$ cat config.mk
export PLATFORM = sky130hd
export DESIGN_NAME = video_tpg
export DESIGN_NICKNAME = d
export VERILOG_FILES = /design/src/rtl/video_tpg.sv
export SDC_FILE = /design/constraint.sdc
export NUM_CORES = 1
export LEC_CHECK = 0
export ABC_AREA = 1
export BUFFER_PORTS_ARGS = -buffer_cell sky130_fd_sc_hd__buf_4
export CAP_MARGIN = 20
export CORE_MARGIN = 3
export CORE_UTILIZATION = 30
export DETAILED_ROUTE_END_ITERATION = 16
export MAX_ROUTING_LAYER = met4
export PLACE_DENSITY = 0.49
export SYNTH_ARGS = -nofsm -noshare
export SYNTH_HDL_FRONTEND = slang
export SYNTH_SLANG_ARGS = --single-unit
export TNS_END_PERCENT = 30
$ cat constraint.sdc
create_clock -name clk -period 2.82 [get_ports clk]
set_clock_uncertainty 0.2 [all_clocks]
set_input_delay 0.564 -clock clk [delete_from_list [all_inputs] [get_ports clk]]
set_output_delay 0.564 -clock clk [all_outputs]
set_load 0.01 [all_outputs]
$ cat src/rtl/video_tpg.sv
`default_nettype none
// ---------------------------------------------------------------------------
// video_tpg : raster timing generator with colour-bar/ramp/checker/solid
//             test patterns and fully registered video outputs.  Rev 1.0
// ---------------------------------------------------------------------------
module video_tpg #(
   parameter int H_ACTIVE = 1280,
   parameter int H_FP     = 110,
   parameter int H_SYNC   = 40,
   parameter int H_BP     = 220,
   parameter int V_ACTIVE = 720,
   parameter int V_FP     = 5,
   parameter int V_SYNC   = 5,
   parameter int V_BP     = 20,
   parameter int SYNC_POL = 1
) (
   input  logic        clk,
   input  logic        rst,
   input  logic        en,
   input  logic [1:0]  pattern_sel,
   input  logic [23:0] solid_rgb_i,
   output logic [23:0] rgb_o,
   output logic        dv_o,
   output logic        hs_o,
   output logic        vs_o,
   output logic        line_end,
   output logic        frame_start
);

   localparam int c_h_total = H_ACTIVE + H_FP + H_SYNC + H_BP;
   localparam int c_v_total = V_ACTIVE + V_FP + V_SYNC + V_BP;
   // Counters are at least 8/6 bits wide so the ramp and checker bit taps always exist.
   localparam int c_hw      = ($clog2(c_h_total) > 8) ? $clog2(c_h_total) : 8;
   localparam int c_vw      = ($clog2(c_v_total) > 6) ? $clog2(c_v_total) : 6;
   localparam int c_bar_w   = ((H_ACTIVE / 8) > 0) ? (H_ACTIVE / 8) : 1;
   localparam int c_bw      = ($clog2(c_bar_w) > 0) ? $clog2(c_bar_w) : 1;

   localparam logic [c_hw-1:0] c_h_last     = c_hw'(c_h_total - 1);
   localparam logic [c_hw-1:0] c_h_act      = c_hw'(H_ACTIVE);
   localparam logic [c_hw-1:0] c_h_act_last = c_hw'(H_ACTIVE - 1);
   localparam logic [c_hw-1:0] c_hs_beg     = c_hw'(H_ACTIVE + H_FP);
   localparam logic [c_hw-1:0] c_hs_end     = c_hw'(H_ACTIVE + H_FP + H_SYNC);
   localparam logic [c_vw-1:0] c_v_last     = c_vw'(c_v_total - 1);
   localparam logic [c_vw-1:0] c_v_act      = c_vw'(V_ACTIVE);
   localparam logic [c_vw-1:0] c_vs_beg     = c_vw'(V_ACTIVE + V_FP);
   localparam logic [c_vw-1:0] c_vs_end     = c_vw'(V_ACTIVE + V_FP + V_SYNC);
   localparam logic [c_bw-1:0] c_bar_last   = c_bw'(c_bar_w - 1);
   localparam logic            c_pol        = (SYNC_POL != 0);

   typedef enum logic [0:0] {
      ST_IDLE = 1'b0,
      ST_RUN  = 1'b1
   } state_t;

   state_t            state_q,   state_d;
   logic [c_hw-1:0]   hcnt_q,    hcnt_d;
   logic [c_vw-1:0]   vcnt_q,    vcnt_d;
   logic [c_bw-1:0]   bar_pix_q, bar_pix_d;
   logic [2:0]        bar_idx_q, bar_idx_d;
   logic [1:0]        pat_q,     pat_d;
   logic [23:0]       solid_q,   solid_d;
   logic [23:0]       rgb_q,     rgb_d;
   logic              dv_q,      dv_d;
   logic              hs_q,      hs_d;
   logic              vs_q,      vs_d;
   logic              le_q,      le_d;
   logic              fs_q,      fs_d;

   logic              w_origin;
   logic              w_h_wrap;
   logic              w_v_wrap;
   logic              w_sample;
   logic              w_active;
   logic [1:0]        w_pat;
   logic [23:0]       w_solid;
   logic [23:0]       w_colour;

   assign w_origin = (hcnt_q == '0) && (vcnt_q == '0);
   assign w_h_wrap = (hcnt_q == c_h_last);
   assign w_v_wrap = (vcnt_q == c_v_last);
   // Pixel (0,0) already uses the freshly sampled selection, so the whole frame is consistent.
   assign w_sample = w_origin && ((state_q == ST_RUN) || en);
   assign w_pat    = w_sample ? pattern_sel : pat_q;
   assign w_solid  = w_sample ? solid_rgb_i : solid_q;
   assign w_active = (state_q == ST_RUN) && (hcnt_q < c_h_act) && (vcnt_q < c_v_act);

   // Timing FSM and counters
   always_comb begin
      state_d   = state_q;
      hcnt_d    = hcnt_q;
      vcnt_d    = vcnt_q;
      bar_pix_d = bar_pix_q;
      bar_idx_d = bar_idx_q;
      pat_d     = pat_q;
      solid_d   = solid_q;

      if (w_sample) begin
         pat_d   = pattern_sel;
         solid_d = solid_rgb_i;
      end

      case (state_q)
         ST_IDLE: begin
            hcnt_d    = '0;
            vcnt_d    = '0;
            bar_pix_d = '0;
            bar_idx_d = 3'd0;
            if (en) begin
               state_d = ST_RUN;
            end
         end
         ST_RUN: begin
            if (w_h_wrap) begin
               hcnt_d    = '0;
               bar_pix_d = '0;
               bar_idx_d = 3'd0;
               if (w_v_wrap) begin
                  vcnt_d = '0;
                  if (!en) begin
                     state_d = ST_IDLE;
                  end
               end else begin
                  vcnt_d = vcnt_q + c_vw'(1);
               end
            end else begin
               hcnt_d = hcnt_q + c_hw'(1);
               // The last bar absorbs any remainder pixels, so stop advancing there.
               if (bar_idx_q != 3'd7) begin
                  if (bar_pix_q == c_bar_last) begin
                     bar_pix_d = '0;
                     bar_idx_d = bar_idx_q + 3'd1;
                  end else begin
                     bar_pix_d = bar_pix_q + c_bw'(1);
                  end
               end
            end
         end
         default: begin
            state_d = ST_IDLE;
         end
      endcase
   end

   always_comb begin
      w_colour = 24'h000000;
      case (w_pat)
         2'd0: begin
            case (bar_idx_q)
               3'd0:    w_colour = 24'hFFFFFF;
               3'd1:    w_colour = 24'hFFFF00;
               3'd2:    w_colour = 24'h00FFFF;
               3'd3:    w_colour = 24'h00FF00;
               3'd4:    w_colour = 24'hFF00FF;
               3'd5:    w_colour = 24'hFF0000;
               3'd6:    w_colour = 24'h0000FF;
               default: w_colour = 24'h000000;
            endcase
         end
         2'd1:    w_colour = {3{hcnt_q[7:0]}};
         2'd2:    w_colour = (hcnt_q[5] ^ vcnt_q[5]) ? 24'hFFFFFF : 24'h000000;
         default: w_colour = w_solid;
      endcase
   end

   always_comb begin
      rgb_d = w_active ? w_colour : 24'h000000;
      dv_d  = w_active;
      le_d  = w_active && (hcnt_q == c_h_act_last);
      fs_d  = w_active && w_origin;
      hs_d  = ((hcnt_q >= c_hs_beg) && (hcnt_q < c_hs_end)) ? c_pol : ~c_pol;
      vs_d  = ((vcnt_q >= c_vs_beg) && (vcnt_q < c_vs_end)) ? c_pol : ~c_pol;
   end

   always_ff @(posedge clk or negedge rst) begin
      if (!rst) begin
         state_q   <= ST_IDLE;
         hcnt_q    <= '0;
         vcnt_q    <= '0;
         bar_pix_q <= '0;
         bar_idx_q <= 3'd0;
         pat_q     <= 2'd0;
         solid_q   <= 24'h000000;
         rgb_q     <= 24'h000000;
         dv_q      <= 1'b0;
         hs_q      <= ~c_pol;
         vs_q      <= ~c_pol;
         le_q      <= 1'b0;
         fs_q      <= 1'b0;
      end else begin
         state_q   <= state_d;
         hcnt_q    <= hcnt_d;
         vcnt_q    <= vcnt_d;
         bar_pix_q <= bar_pix_d;
         bar_idx_q <= bar_idx_d;
         pat_q     <= pat_d;
         solid_q   <= solid_d;
         rgb_q     <= rgb_d;
         dv_q      <= dv_d;
         hs_q      <= hs_d;
         vs_q      <= vs_d;
         le_q      <= le_d;
         fs_q      <= fs_d;
      end
   end

   assign rgb_o       = rgb_q;
   assign dv_o        = dv_q;
   assign hs_o        = hs_q;
   assign vs_o        = vs_q;
   assign line_end    = le_q;
   assign frame_start = fs_q;

endmodule
`default_nettype wire

# --- Word-level counts from Yosys, hierarchy flattened ---
# Index checks and enable logic that the tools add are counted.
op_classes:
  n_addsub: 4
  mul: 0
  div: 0
  order_cmp: 6
  eq_ne: 16
  shift: 0
  n_mux: 25
  bitwise_logic: 2
  n_reduce_logical: 14
op_table:
  columns: ["cell", "n"]
  rows:
  - ["one-hot mux 24 bit (7 select lines)", 1]
  - ["two-way mux 24 bit", 3]
  - ["one-hot mux 24 bit (3 select lines)", 1]
  - ["two-way mux 8 bit", 3]
  - ["== test 11 bit, second input constant", 2]
  - ["< comparator 11 bit, second input constant", 2]
  - ["one-hot mux 11 bit (2 select lines)", 1]
  - ["< comparator 10 bit, second input constant", 2]
  - ["two-way mux 10 bit", 2]
  - ["one-hot mux 10 bit (2 select lines)", 1]
  - ["one-hot mux 8 bit (2 select lines)", 1]
  - ["adder 11 x 1 -> 11 bit, second input constant", 1]
  - [">= comparator 11 bit, second input constant", 1]
  - ["logical NOT 11 bit", 1]
  - ["two-way mux 11 bit", 1]
  - ["adder 10 x 1 -> 10 bit, second input constant", 1]
  - ["== test 10 bit, second input constant", 1]
  - [">= comparator 10 bit, second input constant", 1]
  - ["logical NOT 10 bit", 1]
  - ["== test 3 bit, second input constant", 3]
  - ["two-way mux 3 bit", 3]
  - ["adder 8 x 1 -> 8 bit, second input constant", 1]
  - ["== test 8 bit, second input constant", 1]
  - ["logical AND 1 bit", 8]
  - ["other kinds (18)", 24]
totals:
  reg_bits: 88
  latchBits: 0
  ram_bits: 0
  mem_bits_ro: 0
  wordCells: 80
  memories: 0

# --- Logic depth before layout (Yosys ltp) ---
# Gate-level depths: netlist of run 1.
logic_depth:
  depth_word: 7
  depth_mapped: 14
  ltp_nobuf: 13

# --- Worst setup path after synthesis of run 1 ---
# Ideal clock, no wire load.
synth_timing:
  kind: "reg-to-reg"
  start: "register hcnt_q[0]"
  end: "register rgb_q[14], in the netlist rgb_o[14]"
  arrival_time_ns: 1.722
  required_time_ns: 2.501
  slack_ns: 0.779
  stages_incl_launch_ff: 13
  path_buffers: 1
  period_less_slack_ns: 2.041
  cell_sequence: "dfrtp_1 inv_1 ha_1 nand2_1 nor2_2 nand2_1 nor2_4 nand4_1 nand2_4 nand2_8 buf_6 o21ai_1 nor2_1"
synth_between:
  elab_chain_cells: 7
  word_cells_on_any_way: 13
synth_rtl:
  columns: ["element", "line_no", "rtl"]
  rows:
  - ["start: declaration", "56", "logic [c_hw-1:0] hcnt_q, hcnt_d;"]
  - ["start signal: assignment", "191", "hcnt_q <= hcnt_d;"]
  - ["logical NOT 11 bit", "78", "assign w_origin = (hcnt_q == '0) && (vcnt_q == '0);"]
  - ["logical AND 1 bit", "78", null]
  - ["logical AND 1 bit", "82", "assign w_sample = w_origin && ((state_q == ST_RUN) || en);"]
  - ["two-way mux 2 bit", "83", "assign w_pat = w_sample ? pattern_sel : pat_q;"]
  - ["== test 2 bit (tied with other cells)", "146", "case (w_pat)"]
  - ["one-hot mux 24 bit (3 select lines)", "146", null]
  - ["two-way mux 24 bit (*)", "166", "rgb_d = w_active ? w_colour : 24'h000000;"]
  - ["via rgb_d[14]", "62", "logic [23:0] rgb_q, rgb_d;"]
  - ["end signal: assignment", "197", "rgb_q <= rgb_d;"]
  - ["end: declaration", "62", null]
# Mark *: on every way through the listed nets, which the timed path passes. The rest lies on a longest branch.
# A chain may end at the register's enable or synchronous reset.

# --- Final worst setup path of run 1 ---
layout_timing:
  start: "register hcnt_q[0]"
  end: "register rgb_q[6], in the netlist rgb_o[6]"
# Same word-level chain as after synthesis.

==> results of run 1 <==
==> where the power goes <==
group | switching (mW) | total, mW | internal, mW
sequential | 0.0186 | 1.33 | 1.31
clock | 0.521 | 1.31 | 0.787
combinational | 0.141 | 0.247 | 0.105
==> logic make-up after synthesis <==
| group | share of synthesized area (%) |
|---|---|
| AOI/OAI and AO/OA | 11.6 |
| xor gates and xnor gates | 0.789 |
| adders and majority gates | 3.94 |
| buffers and inverters | 10.3 |
| DFF | 49.6 |
| and+or+nand+nor | 23.8 |
==> worst reg2reg max path, stage by stage, from the launching register on <==
cell                       delay [ns]
sky130_fd_sc_hd__dfrtp_1         0.45
sky130_fd_sc_hd__inv_1           0.11
sky130_fd_sc_hd__ha_1            0.17
sky130_fd_sc_hd__nand2_1         0.07
sky130_fd_sc_hd__nor2_2          0.12
sky130_fd_sc_hd__nand2_1         0.09
sky130_fd_sc_hd__nor2_4          0.14
sky130_fd_sc_hd__nand3_4         0.09
sky130_fd_sc_hd__buf_4           0.28
sky130_fd_sc_hd__o21ai_0         0.26
sky130_fd_sc_hd__clkinv_1        0.11
sky130_fd_sc_hd__o21ai_1         0.16
sky130_fd_sc_hd__nor2_1          0.06
==> cell type report <==
class                   count  area (um2)
clock buffers               9         225
clock inverters             7         101
fillers                  1491        8840
inverters                  94         353
multi-input cells         345        1780
flip-flops and latches     88        2200
well taps                 180         225
repair buffers             63         473
==> layer usage <==
layer	vias to the layer above	routed length, um
li1	1815	-
met1	1602	5010
met2	68	4690
met3	10	536
met4	0	94
met5	-	0
==> worst min path at each step <==
stage / depth (start not counted) / start / endpoint
finish: 1 / rst / solid_q[20]
CTS: 1 / rst / solid_q[20]
global route: 1 / rst / rgb_o[12]
floorplan: 0 / rst / bar_idx_q[0]
detailed placement: 1 / bar_pix_q[0] / bar_pix_q[0]
global placement: 2 / bar_pix_q[7] / bar_pix_q[7]
==> registers in the layout, indices dropped and copies added, names as in the netlist <==
signal,flops
vcnt_q,10
hs_o,1
bar_pix_q,8
rgb_o,24
vs_o,1
dv_o,1
frame_start,1
line_end,1
state_q,1
hcnt_q,11
bar_idx_q,3
pat_q,2
solid_q,24
==> per-stage QoR <==
| stage | worst slack (ns) | area [um2] | hold WS [ns] |
|---|---|---|---|
| global route | 0.108 | 5360 | 0.0756 |
| CTS | 0.366 | 5360 | 0.0488 |
| finish | 0.395 | 5360 | 0.0181 |
| detailed placement | 0.396 | 5040 | 0.325 |
| global placement | 0.405 | 5040 | 0.320 |
| floorplan | 0.779 | 4440 | 0.0684 |
==> Yosys cell counts (5+ instances only) <==
library cell	n
sky130_fd_sc_hd__nand3_1	24
sky130_fd_sc_hd__a21oi_1	15
sky130_fd_sc_hd__inv_2	12
sky130_fd_sc_hd__nor2_1	84
sky130_fd_sc_hd__inv_1	76
sky130_fd_sc_hd__nand4_1	5
sky130_fd_sc_hd__o21ai_1	36
sky130_fd_sc_hd__o21ai_0	33
sky130_fd_sc_hd__dfrtp_1	88
sky130_fd_sc_hd__clkinv_1	6
sky130_fd_sc_hd__buf_6	7
sky130_fd_sc_hd__nand2_1	84
sky130_fd_sc_hd__nor3_1	8
sky130_fd_sc_hd__nand2_2	5
sky130_fd_sc_hd__ha_1	14
==> flow_metrics.py, run 1 <==
metrics = {
    "grt": {
        "first_pass_grt_wire_length_um": 16900,
        "gr-usage-met3_pct": 3.96,
        "global_routing_met2_resource_utilization_pct": 20.7,
        "globalRouteTotalUtil_pct": 13.5,
        "grt_antenna_before_repair": 0,
        "global_route.overflow_total": 0,
        "grt_start_max_net_pins": 52,
        "grt_util_met1_pct": 17.8,
        "vias_in_the_first_global_route": 3361,
        "globalRoute.busiestLayer": "met2",
    },
    "routing": {
        "avgRoutedWirePerCell_um": 13.1,
        "total_number_of_vias": 3495,
        "dr.first_iter.drc_count": 197,
        "drtPass1Iterations": 4,
        "drc": 0,
        "finalWirelength_um": 10300,
        "route.antenna.remaining_nets": 0,
        "vias_per_cell": 4.45,
    },
    "setup_path": {
        "crit-reg2reg-launch": "hcnt_q[0]",
        "worst-endpoint-required_ns": 2.85,
        "cp-end-kind": "flip-flop",
        "critical_path_buf_inv_count": 3,
        "crit_path_top_delay_cell": "sky130_fd_sc_hd__dfrtp_1",
        "critPathCapture": "rgb_o[6]",
        "timing.critical_path.slowest_cell_delay_ns": 0.45,
        "critPathMostFrequentCell": "sky130_fd_sc_hd__nand2_1",
        "worst_path_dominant_cell_family": "simple AND/OR/NAND/NOR gates",
        "cp.depth": 12,
        "critical_path.startpoint": "hcnt_q[0]",
        "worst-setup-path-type": "reg2reg",
        "worst_r2r_endpoint": "rgb_o[6]",
        "worstPathMaxFanout": 48,
        "worstRegToRegCells": 12,
        "critical_path_cell_by_cell": "inv_1 -> ha_1 -> nand2_1 -> nor2_2 -> nand2_1 -> nor2_4 -> nand3_4 -> buf_4 -> o21ai_0 -> clkinv_1 -> o21ai_1 -> nor2_1",
        "r2r_setup_slack_ns": 0.39,
        "cp_data_arrival_time_ns": 2.46,
        "worstSetupStartpointType": "flip-flop",
    },
    "synth": {
        "ys_dominant_reg_cell": "sky130_fd_sc_hd__dfrtp_1",
        "netlist_instances": 540,
        "yosysTopAreaCell": "sky130_fd_sc_hd__dfrtp_1",
        "synth.top_cell.area_share_pct": 49.6,
        "post_synth_instance_area_um2": 4440,
        "synth.yosys.warnings": 0,
        "area_contributors_post_synth": "sky130_fd_sc_hd__dfrtp_1 (50%), sky130_fd_sc_hd__nand2_1 (7.1%), sky130_fd_sc_hd__nor2_1 (7.1%)",
        "synthArstFlopShare_pct": 100,
        "synth_sequential_area_ratio_pct": 49.6,
        "synth_enable_flop_cells": 0,
        "synthDistinctLibCells": 39,
        "post_synth.cell_area_avg_um2": 8.23,
        "post_synthesis_sequential_element_count": 88,
        "mappedNetlistNets": 583,
    },
    "clocking": {
        "postCtsSetupRepairBufs": 0,
        "cts-htree-levels": 3,
        "later_pin_clock_latency_in_the_skew_report_ns": 0.34,
        "post_cts.resized_instances": 0,
        "clkTransAtPathRegs_ns": 0.07,
        "tritoncts": "done",
        "holdBufCountCts": 0,
        "cts.sink_count": 88,
        "cts_root_buffer": "sky130_fd_sc_hd__clkbuf_16",
        "tritoncts.num_buffers": 9,
        "maximum_number_of_buffers_from_clock_root_to_sink": 2,
    },
    "layout": {
        "antennaDiodeCount": 0,
        "area_growth_pct": 20.7,
        "finalCoreUtilization_pct": 37.8,
        "final_non_filler_cells": 786,
        "finalNetCount": 644,
        "leading_cell_types_in_the_layout_fill_and_taps_excluded": "sky130_fd_sc_hd__dfrtp_1 (88), sky130_fd_sc_hd__nor2_1 (84), sky130_fd_sc_hd__nand2_1 (84), sky130_fd_sc_hd__inv_1 (76), sky130_fd_sc_hd__buf_4 (63)",
        "drive_above_1_share_pct": 19.1,
        "mostFrequentLayoutCell": "sky130_fd_sc_hd__dfrtp_1",
    },
    "pwr": {
        "power_density_nw_per_um2": 538,
        "design_power_total_mw": 2.89,
        "vdd_drop_max_v": 0.000258,
        "leakagePower_nw": 2.75,
    },
    "status": {
        "run_status": "completed",
    },
    "placement": {
        "place.gp.congestion": 0.839,
        "place_hpwl_um": 7600,
        "place.detailed.instances": 770,
        "buffer_ports.inserted": 57,
    },
    "floorplan": {
        "floorplan.core_area_um2": 14200,
        "design.die.area_um2": 16300,
        "floorplan.rows": 43,
        "die_h_um": 128,
        "chipWidth_um": 128,
        "design.portCount": 58,
        "initial_utilization_pct": 31.3,
    },
    "timing": {
        "timing_max_transition_violations_final": 0,
        "tightest_slew_ns": 0.629,
        "achievable-frequency_ghz": 0.412,
        "rsz0062_at_grt": "no",
        "fin_crit_ns": 2.43,
        "relSlewSlack_pct": 58.1,
        "finalHoldViolations": 0,
        "final_report_setup_violation_count": 0,
        "final.setup.tns_ns": 0,
        "fin_crit_sh_pct": 86.0,
    },
    "min_path": {
        "hp-class": "in2async",
    },
    "job": {
        "drv_cap": 0,
    },
}
(Power assumes the default switching activity.)
==> inputs of run 2 (changes only) <==
PLACE_DENSITY = 0.46   (was 0.49)
==> flow_metrics.py, run 2 (synthesis gave the netlist of run 1 again) <==
metrics = {
    "setup_path": {
        "worstSetupStartpointType": "flip-flop",
        "cp_data_arrival_time_ns": 2.55,
        "r2r_setup_slack_ns": 0.31,
        "worst-setup-path-type": "reg2reg",
        "critical_path_cell_by_cell": "inv_1 -> ha_1 -> nand2_1 -> nor2_2 -> nand2_1 -> nor2_4 -> nand3_4 -> nand2_1 -> nand2_4 -> nand2_8 -> nand2_2 -> nor2_1 -> nor2_1",
        "crit_path_top_delay_cell": "sky130_fd_sc_hd__dfrtp_1",
        "critPathMostFrequentCell": "sky130_fd_sc_hd__nand2_1",
        "timing.critical_path.slowest_cell_delay_ns": 0.44,
        "worst_path_dominant_cell_family": "simple AND/OR/NAND/NOR gates",
        "worst-endpoint-required_ns": 2.86,
        "worstPathMaxFanout": 27,
        "critical_path_buf_inv_count": 1,
        "cp-end-kind": "flip-flop",
    },
    "pwr": {
        "switching_power_mw": 0.675,
        "leakagePower_nw": 2.76,
        "sw_frac_of_total_pct": 23.3,
        "cellInternalPower_mw": 2.23,
        "p_clk_share_pct": 45.3,
        "comb_power_share_pct": 8.7,
        "seqPwrFrac_pct": 45.9,
        "vdd_drop_max_v": 0.000321,
        "power_density_nw_per_um2": 536,
    },
    "timing": {
        "finalHoldViolations": 0,
        "achievable-frequency_ghz": 0.398,
        "relSlewSlack_pct": 66.0,
        "final.setup.tns_ns": 0,
        "timing_max_transition_violations_final": 0,
        "tightest_slew_ns": 0.504,
        "fin_crit_ns": 2.51,
        "final_report_setup_violation_count": 0,
        "rsz0062_at_grt": "no",
        "fin_crit_sh_pct": 89.0,
    },
    "floorplan": {
        "chipWidth_um": 128,
        "die_h_um": 128,
        "design.die.area_um2": 16300,
        "floorplan.rows": 43,
        "design.portCount": 58,
        "initial_utilization_pct": 31.3,
        "floorplan.core_area_um2": 14200,
    },
    "layout": {
        "multiInputGateArea_um2": 1790,
        "mostFrequentLayoutCell": "sky130_fd_sc_hd__dfrtp_1",
        "finalCoreUtilization_pct": 38.1,
        "filler_cell_count": 1488,
        "area_growth_pct": 21.7,
        "leading_cell_types_in_the_layout_fill_and_taps_excluded": "sky130_fd_sc_hd__dfrtp_1 (88), sky130_fd_sc_hd__nor2_1 (84), sky130_fd_sc_hd__nand2_1 (84), sky130_fd_sc_hd__inv_1 (76), sky130_fd_sc_hd__buf_4 (63)",
        "area.sequential_um2": 2200,
        "drive_above_1_share_pct": 19.4,
        "finalNetCount": 647,
        "antennaDiodeCount": 0,
    },
    "clocking": {
        "tritoncts": "done",
        "cts.sink_count": 88,
        "tritoncts.num_buffers": 9,
        "clkTransAtPathRegs_ns": 0.06,
        "maximum_number_of_buffers_from_clock_root_to_sink": 2,
        "later_pin_clock_latency_in_the_skew_report_ns": 0.34,
        "cts-htree-levels": 3,
        "cts_root_buffer": "sky130_fd_sc_hd__clkbuf_16",
    },
    "routing": {
        "avgRoutedWirePerCell_um": 13.8,
        "drc": 0,
        "finalWirelength_um": 10900,
        "total_number_of_vias": 3543,
        "route.antenna.remaining_nets": 0,
        "drtPass1Iterations": 6,
        "vias_per_cell": 4.49,
        "dr.first_iter.drc_count": 206,
    },
    "grt": {
        "grt_antenna_before_repair": 0,
        "first_pass_grt_wire_length_um": 18300,
        "global_route.overflow_total": 0,
        "grt_start_max_net_pins": 51,
        "globalRouteTotalUtil_pct": 14.7,
        "vias_in_the_first_global_route": 3619,
    },
    "placement": {
        "place_hpwl_um": 7780,
        "buffer_ports.inserted": 57,
        "place.gp.congestion": 0.808,
    },
    "min_path": {
        "hp-class": "in2reg",
    },
    "status": {
        "run_status": "completed",
    },
    "job": {
        "drv_cap": 0,
    },
}
run 2: cell types whose count changed in the layout (fill, tap and decap cells not counted):
| cell | change |
|---|---|
| sky130_fd_sc_hd__buf_12 | +1 |
| sky130_fd_sc_hd__nand3_2 | +1 |
| sky130_fd_sc_hd__clkinv_2 | -1 |
| sky130_fd_sc_hd__dlygate4sd3_1 | +1 |
| sky130_fd_sc_hd__inv_6 | -2 |
| sky130_fd_sc_hd__clkbuf_8 | +1 |
| sky130_fd_sc_hd__clkinv_4 | +2 |
| sky130_fd_sc_hd__clkinvlp_4 | +1 |
| sky130_fd_sc_hd__inv_8 | -1 |
run 2: worst paths after layout:
kind,depth (start not counted),from,to
max reg2reg,13,hcnt_q[0],rgb_o[7]
min in group asynchronous,2,rst,solid_q[4]
min,3,en,state_q
max,13,hcnt_q[0],rgb_o[7]
min reg2reg,2,bar_pix_q[7],bar_pix_q[7]
max in group asynchronous,3,rst,hs_o
run 2: layer usage:
layer / track usage (%) / vias to the layer above / share of wire, %
met2: 22.3 / 66 / 46
met5: - / - / 0
met1: 19.6 / 1641 / 48
met3: 2.83 / 11 / 4.1
li1: - / 1825 / -
met4: 5.43 / 0 / 1.4
run 2: power by group through the flow:
stage                     Combinational [mW]  Sequential [mW]  Clock [mW]
after floorplan                        0.100             1.37           0
after global placement                 0.256             1.36           0
after detailed placement               0.258             1.36           0
after CTS                              0.260             1.33        1.35
after global routing                   0.288             1.34        1.41
final                                  0.253             1.33        1.32
run 2: per-stage QoR:
stage	cell area (um2)	power, mW	setup WS (ns)	hold WS [ns]	std cells
floorplan	4440	1.47	0.779	0.0684	540
global placement	5060	1.61	0.366	0.315	771
detailed placement	5060	1.62	0.284	0.329	771
CTS	5400	2.95	0.270	0.219	788
global route	5410	3.04	0.0392	0.223	789
finish	5410	2.90	0.310	0.235	789
run 2: cell type report:
cell class	count	share of cell area, %
flip-flops and latches	88	40.7
well taps	180	4.16
repair buffers	65	9.30
clock inverters	6	1.71
multi-input cells	346	33.2
inverters	94	6.52
clock buffers	10	4.42
run 2: what timing repair did:
action / CTS / global route
hold endpoints to repair: 31 / 0
setup buffers: 0 / 0
endpoints found under the setup margin: 0 / 2
hold buffers: 1 / 0
resized for setup: 0 / 0
run 2: tightest hold or removal path, delay by kind of cell:
kind                   cells  cell delay [ns]
buffers and inverters      2             0.13
AND/OR/NAND/NOR            1             0.06
==> inputs of run 3 (changes only) <==
SETUP_SLACK_MARGIN = 0.4   (was not set)
==> flow_metrics.py, run 3 (synthesis gave the netlist of run 1 again) <==
metrics = {
    "setup_path": {
        "worst_r2r_endpoint": "rgb_o[18]",
        "critical_path.startpoint": "hcnt_q[0]",
        "worstPathMaxFanout": 11,
        "worst-endpoint-required_ns": 2.85,
        "timing.critical_path.slowest_cell_delay_ns": 0.43,
        "crit-reg2reg-launch": "hcnt_q[0]",
        "worst-setup-path-type": "reg2reg",
        "cp.depth": 12,
        "critical_path_cell_by_cell": "inv_1 -> ha_1 -> nand2_1 -> nor2_2 -> nand2_2 -> nor2_4 -> nand4_1 -> nand2_4 -> nand2_8 -> buf_4 -> o21ai_1 -> nor2_1",
        "cp-end-kind": "flip-flop",
        "r2r_setup_slack_ns": 0.56,
        "worstSetupStartpointType": "flip-flop",
        "critical_path_buf_inv_count": 2,
        "worst_path_dominant_cell_family": "simple AND/OR/NAND/NOR gates",
        "cp_data_arrival_time_ns": 2.30,
        "worstRegToRegCells": 12,
        "crit_path_top_delay_cell": "sky130_fd_sc_hd__dfrtp_2",
    },
    "routing": {
        "drtPass1Iterations": 4,
        "dr.first_iter.drc_count": 204,
        "finalWirelength_um": 11000,
        "route.antenna.remaining_nets": 0,
        "avgRoutedWirePerCell_um": 13.8,
        "total_number_of_vias": 3595,
        "vias_per_cell": 4.49,
        "drc": 0,
    },
    "clocking": {
        "clkTransAtPathRegs_ns": 0.06,
        "later_pin_clock_latency_in_the_skew_report_ns": 0.34,
        "maximum_number_of_buffers_from_clock_root_to_sink": 2,
        "cts-htree-levels": 3,
        "cts.sink_count": 88,
        "tritoncts.num_buffers": 9,
        "cts_root_buffer": "sky130_fd_sc_hd__clkbuf_16",
        "tritoncts": "done",
    },
    "timing": {
        "achievable-frequency_ghz": 0.442,
        "fin_crit_sh_pct": 80.3,
        "timing_max_transition_violations_final": 0,
        "rsz0062_at_grt": "yes",
        "finalHoldViolations": 0,
        "final.setup.tns_ns": 0,
        "final_report_setup_violation_count": 0,
        "fin_crit_ns": 2.26,
        "tightest_slew_ns": 0.456,
        "relSlewSlack_pct": 68.8,
        "worst_hold_slack_ns": 0.238,
    },
    "pwr": {
        "power_density_nw_per_um2": 523,
        "leakagePower_nw": 2.83,
        "cellInternalPower_mw": 2.23,
        "comb_power_share_pct": 9.1,
        "seqPwrFrac_pct": 45.8,
        "vdd_drop_max_v": 0.000312,
        "switching_power_mw": 0.680,
        "sw_frac_of_total_pct": 23.4,
        "p_clk_share_pct": 45.2,
    },
    "job": {
        "drv_cap": 0,
    },
    "grt": {
        "vias_in_the_first_global_route": 3667,
        "global_route.overflow_total": 0,
        "grt_antenna_before_repair": 0,
        "first_pass_grt_wire_length_um": 18700,
        "grt_start_max_net_pins": 51,
        "globalRouteTotalUtil_pct": 15.0,
    },
    "floorplan": {
        "chipWidth_um": 128,
        "floorplan.core_area_um2": 14200,
        "initial_utilization_pct": 31.3,
        "design.die.area_um2": 16300,
        "design.portCount": 58,
        "die_h_um": 128,
        "floorplan.rows": 43,
    },
    "placement": {
        "place.gp.congestion": 0.808,
        "place_hpwl_um": 7780,
        "buffer_ports.inserted": 57,
    },
    "min_path": {
        "holdCritStartpoint": "solid_rgb_i[7]",
        "min_delay_worst_endpoint": "solid_q[7]",
        "timing.hold.worst_path_depth": 3,
        "hp-class": "in2reg",
    },
    "layout": {
        "area.sequential_um2": 2200,
        "drive_above_1_share_pct": 22.6,
        "filler_cell_count": 1478,
        "mostFrequentLayoutCell": "sky130_fd_sc_hd__dfrtp_1",
        "area_growth_pct": 25.2,
        "multiInputGateArea_um2": 1860,
        "finalNetCount": 658,
        "leading_cell_types_in_the_layout_fill_and_taps_excluded": "sky130_fd_sc_hd__dfrtp_1 (87), sky130_fd_sc_hd__nor2_1 (84), sky130_fd_sc_hd__nand2_1 (80), sky130_fd_sc_hd__inv_1 (76), sky130_fd_sc_hd__buf_4 (71)",
        "antennaDiodeCount": 0,
    },
    "status": {
        "run_status": "completed",
    },
}
[run 3: changes by cell type in the layout (fill, tap and decap cells not counted), moves of 3 or more]
cell                      change
sky130_fd_sc_hd__o21ai_0      -7
sky130_fd_sc_hd__o21ai_2      +4
sky130_fd_sc_hd__buf_4        +8
sky130_fd_sc_hd__o21ai_1      +3
sky130_fd_sc_hd__nand2_4      +3
sky130_fd_sc_hd__nand2_1      -4
[run 3: final cells by class]
type,count,share of cell area (%)
clock buffer,10,4.30
clock inverter,6,1.66
inverter,94,6.34
multi-input combinational,347,33.4
sequential,88,39.6
tap,180,4.05
timing repair buffer,75,10.7
[run 3: worst max path at each step]
| stage | endpoint | slack, ns |
|---|---|---|
| after floorplan | rgb_o[14] | 0.78 |
| after global placement | rgb_o[1] | 0.37 |
| after global routing | rgb_o[17] | 0.36 |
| after CTS | rgb_o[6] | 0.40 |
| final | rgb_o[18] | 0.56 |
| after detailed placement | rgb_o[7] | 0.28 |
[run 3: layer usage]
layer,wire length [um],track usage (%)
met3,427,2.83
met4,192,5.43
met5,0,-
met1,5270,20.1
met2,5110,22.9
[run 3: worst reg2reg max path: cells and delay by family, from the launching register on]
kind            cells  cell delay, ns
simple gates        8            0.98
flops               1            0.43
buf+inv             2            0.25
fa+ha+maj           1            0.17
compound gates      1            0.13
[run 3: per-stage QoR]
step                worst slack, ns  util, %  cells  instance area [um2]  total power [mW]
finish                        0.556     39.2    800                 5560              2.91
global placement              0.366     35.6    771                 5060              1.61
global route                  0.363     39.2    800                 5560              3.05
floorplan                     0.779        -    540                 4440              1.47
detailed placement            0.284     35.6    771                 5060              1.62
CTS                           0.405     38.4    793                 5450              2.95
[run 3: repair_timing]
action,in CTS,in global routing
gates cloned,1,1
setup endpoints to repair,24,28
endpoints found under the hold margin,31,0
pin swaps,1,4
hold buffers,1,0
resized for setup,0,23
setup buffers,4,6
[run 3: power groups by stage]
stage / clock network (mW) / registers (mW) / logic, mW
after floorplan: 0 / 1.37 / 0.100
after global placement: 0 / 1.36 / 0.256
after detailed placement: 0 / 1.36 / 0.258
after CTS: 1.35 / 1.33 / 0.260
after global routing: 1.41 / 1.34 / 0.298
final: 1.31 / 1.33 / 0.264
